$ cat config.mk
export PLATFORM = sky130hd
export DESIGN_NAME = mem_bus_arbiter_flat
export DESIGN_NICKNAME = d
export VERILOG_FILES = /design/src/rtl/mem_bus_arbiter_if.sv /design/src/rtl/mem_bus_arbiter.sv /design/src/flat_wrapper.sv
export SDC_FILE = /design/constraint.sdc
export NUM_CORES = 1
export LEC_CHECK = 0
export CORE_AREA = 2 2 133 135
export CTS_CLUSTER_DIAMETER = 100
export DETAILED_ROUTE_END_ITERATION = 10
export DIE_AREA = 0 0 135 137
export DONT_BUFFER_PORTS = 1
export GPL_ROUTABILITY_DRIVEN = 0
export GPL_TIMING_DRIVEN = 0
export PLACE_DENSITY_LB_ADDON = 0.3
export SLEW_MARGIN = 5
export SYNTH_ARGS = -nofsm -noshare
export SYNTH_HDL_FRONTEND = slang
export SYNTH_SLANG_ARGS = --single-unit
$ cat constraint.sdc
create_clock -name clk -period 6.9 [get_ports clk]
set_input_delay 1.035 -clock clk [delete_from_list [all_inputs] [get_ports clk]]
set_output_delay 1.035 -clock clk [all_outputs]
set_load 0.005 [all_outputs]
$ cat src/rtl/mem_bus_arbiter_if.sv
// mem_bus_arbiter_if: bundles the per-master request side and the shared slave bus.
//   master modport: arbiter view (consumes m_req/m_we/m_addr/m_wdata, s_rdata/s_ack;
//                   drives m_ack/m_err/m_rdata, s_req/s_we/s_addr/s_wdata, grant, busy)
//   slave modport:  environment view (masters plus memory/MMIO slave), directions mirrored
interface mem_bus_arbiter_if #(
    parameter int NUM_M = 3,
    parameter int AW    = 32,
    parameter int DW    = 32
);
    logic [NUM_M-1:0]    m_req, m_we, m_ack, m_err;
    logic [NUM_M*AW-1:0] m_addr;
    logic [NUM_M*DW-1:0] m_wdata;
    logic [DW-1:0]       m_rdata, s_wdata, s_rdata;
    logic [AW-1:0]       s_addr;
    logic                s_req, s_we, s_ack, busy;
    logic [1:0]          grant;
    modport master (
        input  m_req, m_we, m_addr, m_wdata, s_rdata, s_ack,
        output m_ack, m_err, m_rdata, s_req, s_we, s_addr, s_wdata, grant, busy
    );
    modport slave (
        output m_req, m_we, m_addr, m_wdata, s_rdata, s_ack,
        input  m_ack, m_err, m_rdata, s_req, s_we, s_addr, s_wdata, grant, busy
    );
endinterface

$ cat src/rtl/mem_bus_arbiter.sv
// mem_bus_arbiter: round-robin sharing of one memory/MMIO slave bus among NUM_M masters,
//   one outstanding transaction, registered outputs, watchdog abort after TIMEOUT cycles.
//   clk    - system clock, rising edge
//   rst    - synchronous active-high reset
//   bus_io - master modport of mem_bus_arbiter_if (per-master req/ack side + slave bus)
module mem_bus_arbiter #(
    parameter int NUM_M   = 3,
    parameter int AW      = 32,
    parameter int DW      = 32,
    parameter int TIMEOUT = 255
) (
    input logic               clk,
    input logic               rst,
    mem_bus_arbiter_if.master bus_io
);
    localparam int CW = $clog2(TIMEOUT + 1);
    typedef enum logic [1:0] {IDLE, BUSY, DONE} state_t;
    state_t           state_q;
    logic [1:0]       ptr_q, grant_q, idx_d;
    logic [CW-1:0]    cnt_q;
    logic             s_req_q, s_we_q, busy_q, expire_d;
    logic [AW-1:0]    s_addr_q;
    logic [DW-1:0]    s_wdata_q, m_rdata_q;
    logic [NUM_M-1:0] m_ack_q, m_err_q;
    // Scan from farthest to nearest so the first requester after ptr is the last one written.
    always_comb begin
        idx_d = ptr_q;
        for (int k = NUM_M; k >= 1; k--)
            if (bus_io.m_req[(int'(ptr_q) + k) % NUM_M]) idx_d = 2'((int'(ptr_q) + k) % NUM_M);
    end
    assign expire_d = cnt_q == CW'(TIMEOUT - 1);
    always_ff @(posedge clk) begin
        if (rst) begin
            state_q   <= IDLE;
            ptr_q     <= 2'(NUM_M - 1);
            grant_q   <= '0;
            cnt_q     <= '0;
            s_req_q   <= 1'b0;
            s_we_q    <= 1'b0;
            s_addr_q  <= '0;
            s_wdata_q <= '0;
            m_rdata_q <= '0;
            m_ack_q   <= '0;
            m_err_q   <= '0;
            busy_q    <= 1'b0;
        end else begin
            case (state_q)
                IDLE: if (|bus_io.m_req) begin
                    state_q   <= BUSY;
                    s_req_q   <= 1'b1;
                    s_we_q    <= bus_io.m_we[idx_d];
                    s_addr_q  <= bus_io.m_addr[int'(idx_d) * AW +: AW];
                    s_wdata_q <= bus_io.m_wdata[int'(idx_d) * DW +: DW];
                    grant_q   <= idx_d;
                    ptr_q     <= idx_d;
                    cnt_q     <= '0;
                    busy_q    <= 1'b1;
                end
                // An ack arriving on the expiry cycle still counts as success.
                BUSY: if (bus_io.s_ack || expire_d) begin
                    state_q   <= DONE;
                    s_req_q   <= 1'b0;
                    m_rdata_q <= bus_io.s_ack ? bus_io.s_rdata : '0;
                    m_ack_q   <= NUM_M'(1) << grant_q;
                    m_err_q   <= bus_io.s_ack ? '0 : NUM_M'(1) << grant_q;
                end else cnt_q <= cnt_q + CW'(1);
                DONE: begin
                    state_q <= IDLE;
                    m_ack_q <= '0;
                    m_err_q <= '0;
                    busy_q  <= 1'b0;
                end
                default: state_q <= IDLE;
            endcase
        end
    end
    assign bus_io.s_req   = s_req_q;
    assign bus_io.s_we    = s_we_q;
    assign bus_io.s_addr  = s_addr_q;
    assign bus_io.s_wdata = s_wdata_q;
    assign bus_io.m_rdata = m_rdata_q;
    assign bus_io.m_ack   = m_ack_q;
    assign bus_io.m_err   = m_err_q;
    assign bus_io.grant   = grant_q;
    assign bus_io.busy    = busy_q;
endmodule

$ cat src/flat_wrapper.sv
// flat-port wrapper written by rule: the top's interface ports become plain ports
module mem_bus_arbiter_flat 
#(
    parameter int NUM_M   = 3,
    parameter int AW      = 32,
    parameter int DW      = 32,
    parameter int TIMEOUT = 255
)
  (clk, rst, bus_io_m_req, bus_io_m_we, bus_io_m_addr, bus_io_m_wdata, bus_io_s_rdata, bus_io_s_ack, bus_io_m_ack, bus_io_m_err, bus_io_m_rdata, bus_io_s_req, bus_io_s_we, bus_io_s_addr, bus_io_s_wdata, bus_io_grant, bus_io_busy);
  mem_bus_arbiter_if #(.NUM_M(NUM_M), .AW(AW), .DW(DW)) bus_io_i ();
  input logic clk;
  input logic rst;
  input wire logic [$bits(bus_io_i.m_req)-1:0] bus_io_m_req;
  input wire logic [$bits(bus_io_i.m_we)-1:0] bus_io_m_we;
  input wire logic [$bits(bus_io_i.m_addr)-1:0] bus_io_m_addr;
  input wire logic [$bits(bus_io_i.m_wdata)-1:0] bus_io_m_wdata;
  input wire logic [$bits(bus_io_i.s_rdata)-1:0] bus_io_s_rdata;
  input wire logic [$bits(bus_io_i.s_ack)-1:0] bus_io_s_ack;
  output wire logic [$bits(bus_io_i.m_ack)-1:0] bus_io_m_ack;
  output wire logic [$bits(bus_io_i.m_err)-1:0] bus_io_m_err;
  output wire logic [$bits(bus_io_i.m_rdata)-1:0] bus_io_m_rdata;
  output wire logic [$bits(bus_io_i.s_req)-1:0] bus_io_s_req;
  output wire logic [$bits(bus_io_i.s_we)-1:0] bus_io_s_we;
  output wire logic [$bits(bus_io_i.s_addr)-1:0] bus_io_s_addr;
  output wire logic [$bits(bus_io_i.s_wdata)-1:0] bus_io_s_wdata;
  output wire logic [$bits(bus_io_i.grant)-1:0] bus_io_grant;
  output wire logic [$bits(bus_io_i.busy)-1:0] bus_io_busy;
  assign bus_io_i.m_req = bus_io_m_req;
  assign bus_io_i.m_we = bus_io_m_we;
  assign bus_io_i.m_addr = bus_io_m_addr;
  assign bus_io_i.m_wdata = bus_io_m_wdata;
  assign bus_io_i.s_rdata = bus_io_s_rdata;
  assign bus_io_i.s_ack = bus_io_s_ack;
  assign bus_io_m_ack = bus_io_i.m_ack;
  assign bus_io_m_err = bus_io_i.m_err;
  assign bus_io_m_rdata = bus_io_i.m_rdata;
  assign bus_io_s_req = bus_io_i.s_req;
  assign bus_io_s_we = bus_io_i.s_we;
  assign bus_io_s_addr = bus_io_i.s_addr;
  assign bus_io_s_wdata = bus_io_i.s_wdata;
  assign bus_io_grant = bus_io_i.grant;
  assign bus_io_busy = bus_io_i.busy;
  mem_bus_arbiter #(.NUM_M(NUM_M), .AW(AW), .DW(DW), .TIMEOUT(TIMEOUT)) u_core (.clk(clk), .rst(rst), .bus_io(bus_io_i));
endmodule
# After elaboration in Yosys (flattened, before gate mapping)
# Index checks and enable logic that the tools add are counted.
totals:
  elab_cells: 75
  in_bits: 233
  regBits: 119
  output_inout_bits: 107
op_classes:
  n_mux: 30
  reduce_logical: 13
  eq_ne: 6
  order_cmp: 4
  n_shift: 3
  addsub: 4
  n_div: 3
op_table:
  columns: ["operator", "count"]
  rows:
  - ["variable part select 96 x 8 -> 32 bit", 2]
  - ["< comparator 32 x 4 -> 1 bit (second input constant)", 3]
  - ["remainder unit 32 x 3 -> 32 bit (second input constant)", 3]
  - ["two-way mux 32 bit", 1]
  - ["two-way mux 8 bit", 2]
  - ["one-hot mux 8 bit (2 select lines)", 1]
  - ["one-hot mux 3 bit (2 select lines)", 2]
  - ["two-way mux 2 bit", 5]
  - ["AND reduction 2 bit", 5]
  - ["two-way mux 1 bit", 9]
  - ["two-way mux 3 bit", 3]
  - ["adder 8 x 1 -> 8 bit (second input constant)", 1]
  - ["binary-select mux 1 bit (select 2 bit)", 4]
  - ["equality test 8 bit (second input constant)", 1]
  - ["adder 2 x 2 -> 3 bit (second input constant)", 2]
  - ["AND reduction 3 bit", 2]
  - ["nonzero test 2 bit", 3]
  - ["inequality test 2 x 1 -> 1 bit (second input constant)", 2]
  - ["one-hot mux 1 bit (2 select lines)", 2]
  - ["one-hot mux 2 bit (2 select lines)", 1]
  - ["adder 2 x 1 -> 3 bit (second input constant)", 1]
  - ["< comparator 2 x 3 -> 1 bit (second input constant)", 1]
  - ["OR reduction 3 bit", 1]
  - ["left shift 1 x 2 -> 3 bit (first input constant)", 1]
  - ["5 further kinds", 5]

# Depth between registers and ports, before layout
logic_depth:
  ltp_word: 10
  depth_mapped: 12

# Worst setup path after synthesis
# Ideal clock, no wire load.
synth_path:
  kind: "input -> register"
  start: "input port bus_io_m_req[2]"
  end: "register u_core.s_addr_q[0], in the netlist u_core.bus_io.s_addr[0]"
  path_slack_ns: 4.457
  stages: 8
  path_buffers: 2
  arrival_time_ns: 2.302
  path_cell_list: "nand3b_1 -> nand3_1 -> a32o_1 -> o31ai_2 -> buf_6 -> buf_8 -> mux2i_1 -> o221ai_1"
synth_between:
  elab_chain_cells: 7
  word_cells_on_any_way: 15
  classes_between: "1 x shift; 12 x mux; 2 x reduce/logical"
synth_lines:
  columns: ["element", "line", "text"]
  rows:
  - ["start: declaration", "flat_wrapper.sv:13", "input wire logic [$bits(bus_io_i.m_req)-1:0] bus_io_m_req;"]
  - ["binary-select mux 1 bit (select 2 bit)", "mem_bus_arbiter.sv:29", "if (bus_io.m_req[(int'(ptr_q) + k) % NUM_M]) idx_d = 2'((int'(ptr_q) + k) % NUM_M);"]
  - ["two-way mux 1 bit (implied by the code) (2 in a row)", "mem_bus_arbiter.sv:29", null]
  - ["two-way mux 2 bit (3 in a row)", "mem_bus_arbiter.sv:29", null]
  - ["variable part select 96 x 8 -> 32 bit", "mem_bus_arbiter.sv:52", "s_addr_q <= bus_io.m_addr[int'(idx_d) * AW +: AW];"]
  - ["end signal: assignment", "mem_bus_arbiter.sv:52", null]
  - ["end: declaration", "mem_bus_arbiter.sv:22", "logic [AW-1:0] s_addr_q;"]
# Parallel ways exist; a longest one is shown, timed or not. The select of a mux whose other input is x is not followed.
# A chain may end at the register's enable or synchronous reset.

==> impl_metrics.env <==
export IMPL_post_cts_resized=0
export IMPL_syn_area_um2=5300
export IMPL_tightest_slew_ns=0.725
export IMPL_layout_common_cells="dfxtp_1, nand2_1, inv_1"
export IMPL_post_place_ws_ns=3.80
export IMPL_synth_cell_types=40
export IMPL_place_inst=794
export IMPL_final_common_cell="dfxtp_1"
export IMPL_grtUsageTotal_pct=16.5
export IMPL_setup_ws_ns=3.82
export IMPL_multi_input_area_um2=2440
export IMPL_peakVddDrop_uv=167
export IMPL_power_internal_mw=1.64
export IMPL_seqPwrFrac_pct=38.3
export IMPL_initial_core_util_pct=31.1
export IMPL_final_util_pct=36.4
export IMPL_finalCritPeriodShare_pct=44.7
export IMPL_cts_tree="done"
export IMPL_htreeDepth=4
export IMPL_cp_required_ns=7.15
export IMPL_arrival_ns=3.34
export IMPL_core_area_um2=17100
export IMPL_viasPerCell=5.27
export IMPL_rr_startpoint="u_core.bus_io.grant[0]$_SDFFE_PP0P_"
export IMPL_hold_viol_final=0
export IMPL_clk_pin_slew_ns=0.06
export IMPL_yosysWarnings=0
export IMPL_grt_setup_unrepaired="false"
export IMPL_fmax_ghz=0.325
export IMPL_remaining_drc_errors=0
export IMPL_clock_latency_ns=0.41
export IMPL_num_io_pins=340
export IMPL_drtIter0Drc=167
export IMPL_dp_hpwl_mm=12.6
export IMPL_die_w_um=135
export IMPL_fillCellCount=1744
export IMPL_grt_pass1_vias=4418
export IMPL_setup_tns_ns=0
export IMPL_ys_seq_area_share_pct=44.6
export IMPL_worstHoldEndpoint="u_core.bus_io.s_addr[19]$_SDFFE_PP0P_"
export IMPL_syn_avg_cell_area_um2=9.31
export IMPL_grt_max_degree=17
export IMPL_root_buffer="clkbuf_16"
export IMPL_skew_ns=0.00410
export IMPL_areaGrowthSynthToFinish_pct=17.3
export IMPL_grt_ovfl_total=0
export IMPL_firstDrtPassIters=4
export IMPL_p_per_area_nw_per_um2=377
export IMPL_min_period_ns=3.08
export IMPL_die_y_um=137
export IMPL_hold_start="u_core.bus_io.s_addr[19]$_SDFFE_PP0P_"
export IMPL_grt_pass1_wl_mm=23.1
export IMPL_critPathCaptureType="register"
export IMPL_relSlewSlack_pct=51.6
export IMPL_r2r_end="u_core.bus_io.s_wdata[16]$_SDFFE_PP0P_"
export IMPL_die_area_um2=18500
export IMPL_hold_class="reg -> reg"
export IMPL_worstSetupStartpointType="register"
export IMPL_seqCellArea_um2=2360
export IMPL_finalMaxSlewViolations=0
export IMPL_leakagePower_nw=2.77
export IMPL_stdcell_count=827
export IMPL_drive_above_1_share_pct=7.65
export IMPL_ys_seq_elements=118
export IMPL_syn_nets=808
export IMPL_antenna_found_initial=1
export IMPL_worstSetupPathType="reg -> reg"
export IMPL_status="complete, no violations"
export IMPL_finalSetupViolCount=0
export IMPL_crit_fanout=10
export IMPL_hold_slack_ns=0.499
export IMPL_worstRegToRegCells=11
export IMPL_vias=4359
export IMPL_drv_cap=0
export IMPL_holdPathStages=2
export IMPL_cts_buffers=17
export IMPL_port_buffers=0
export IMPL_cts_setup_buffers=0
export IMPL_wire_per_inst_um=19.5
export IMPL_cts_sinks=118
export IMPL_fin_nets=827
export IMPL_num_rows=48
export IMPL_wirelength_mm=16.2
export IMPL_p_sw_share_pct=30.3
export IMPL_syn_inst=569
export IMPL_postRouteAntennaNets=0
export IMPL_combPwrFrac_pct=21.8
export IMPL_power_share_clock_pct=39.9
export IMPL_switchingPower_mw=0.710
export IMPL_r2r_slack_ns=3.82
export IMPL_cts_buffer_depth=2
export IMPL_hold_buffers=0
[final cells by class]
| class | instances | share of cell area (%) |
|---|---|---|
| Multi-Input combinational cell | 339 | 39.2 |
| Sequential cell | 118 | 38.0 |
| Clock buffer | 20 | 7.51 |
| Tap cell | 225 | 4.53 |
| Inverter | 71 | 4.29 |
| Buffer | 41 | 3.71 |
| Clock inverter | 12 | 2.66 |
| Antenna cell | 1 | 0.0403 |
[cell usage after synthesis]
cell type	count	area, um2
buf_2	4	20.0
and3b_1	1	8.76
buf_8	5	75.1
o21ai_1	1	5.00
a22o_1	32	280
o221ai_1	65	569
or3_1	1	6.26
clkbuf_1	24	90.1
nand3_1	5	25.0
o31ai_2	1	12.5
xor2_1	4	35.0
buf_4	2	15.0
dfxtp_1	118	2360
o21ba_1	1	10.0
nor3b_1	4	30.0
ha_1	6	75.1
nor3_1	4	20.0
inv_1	71	267
o211a_1	2	20.0
a211oi_1	1	7.51
buf_1	5	18.8
and3_1	1	6.26
buf_6	1	11.3
nand2b_1	6	37.5
xnor2_1	2	17.5
nor4_1	1	6.26
o21ba_2	1	10.0
o21ai_0	4	20.0
o21a_1	1	7.51
nor4b_1	1	8.76
mux2i_1	67	671
nor2_1	21	78.8
nand2_1	79	297
a32o_1	3	30.0
a21oi_1	10	50.1
nand4_1	3	18.8
nor2b_1	2	12.5
nand3b_1	3	22.5
a31oi_1	4	25.0
o211ai_1	2	15.0
[power by group through the flow]
stage	combinational (mW)	clock, mW	sequential [mW]
after floorplan	0.419	0	0.871
after global placement	0.496	0	0.913
after detailed placement	0.518	0	0.915
after CTS	0.518	0.957	0.902
after global routing	0.562	0.989	0.909
final	0.510	0.936	0.898
[routing by layer]
| layer | GRT usage [%] | share of wire (%) | up-vias |
|---|---|---|---|
| met5 | 0 | 0 | - |
| met4 | 8.74 | 3.5 | 0 |
| met3 | 6.70 | 9.1 | 24 |
| met2 | 29.5 | 51 | 231 |
| met1 | 16.5 | 36 | 2026 |
| li1 | - | - | 2078 |
[worst max path at each step]
stage | cells after the start | startpoint | end | slack (ns)
after detailed placement | 11 | u_core.bus_io.grant[0]$_SDFFE_PP0P_ | u_core.bus_io.s_wdata[20]$_SDFFE_PP0P_ | 3.80
final | 11 | u_core.bus_io.grant[0]$_SDFFE_PP0P_ | u_core.bus_io.s_wdata[16]$_SDFFE_PP0P_ | 3.82
after global placement | 11 | u_core.bus_io.grant[0]$_SDFFE_PP0P_ | u_core.bus_io.s_wdata[13]$_SDFFE_PP0P_ | 3.90
after floorplan | 8 | bus_io_m_req[2] | u_core.bus_io.s_addr[0]$_SDFFE_PP0P_ | 4.46
after CTS | 11 | u_core.bus_io.grant[0]$_SDFFE_PP0P_ | u_core.bus_io.s_wdata[15]$_SDFFE_PP0P_ | 3.77
after global routing | 11 | u_core.bus_io.grant[0]$_SDFFE_PP0P_ | u_core.bus_io.s_wdata[16]$_SDFFE_PP0P_ | 3.52
[critical path: stages (launching register included)]
cell	delay [ns]
dfxtp_1	0.37
buf_2	0.22
inv_1	0.15
ha_1	0.31
clkbuf_1	0.27
o21ai_0	0.16
o211ai_1	0.11
o211a_1	0.21
nand2b_1	0.15
buf_2	0.31
buf_1	0.44
o221ai_1	0.21
[state kept, by name, indices dropped and copies added (netlist names)]
register,cells
u_core.bus_io.m_rdata,32
u_core.bus_io.s_addr,32
u_core.bus_io.s_wdata,32
u_core.cnt_q,8
u_core.bus_io.m_ack,3
u_core.bus_io.m_err,3
u_core.bus_io.grant,2
u_core.state_q,2
u_core.bus_io.busy,1
u_core.bus_io.s_req,1
u_core.bus_io.s_we,1
u_core.ptr_q,1
[metrics by stage]
| stage | total power [mW] | cell area (um2) |
|---|---|---|
| floorplan | 1.29 | 5300 |
| global placement | 1.41 | 5580 |
| detailed placement | 1.43 | 5580 |
| CTS | 2.38 | 6210 |
| global route | 2.46 | 6210 |
| finish | 2.34 | 6210 |
[kinds of logic (layout without fill, tap and decap cells)]
kind of cell,Yosys count,count (layout),synth area share [%]
AND/OR/NAND/NOR,132,132,10.9
AO/OA/AOI/OAI,128,128,20.1
flip-flops,118,118,44.6
buffers and inverters,112,144,9.38
multiplexers,67,67,12.7
adder cells (fa/ha/maj),6,6,1.42
XOR/XNOR,6,6,0.992
other,0,1,0
No activity file was read; power rests on OpenSTA's default activity.
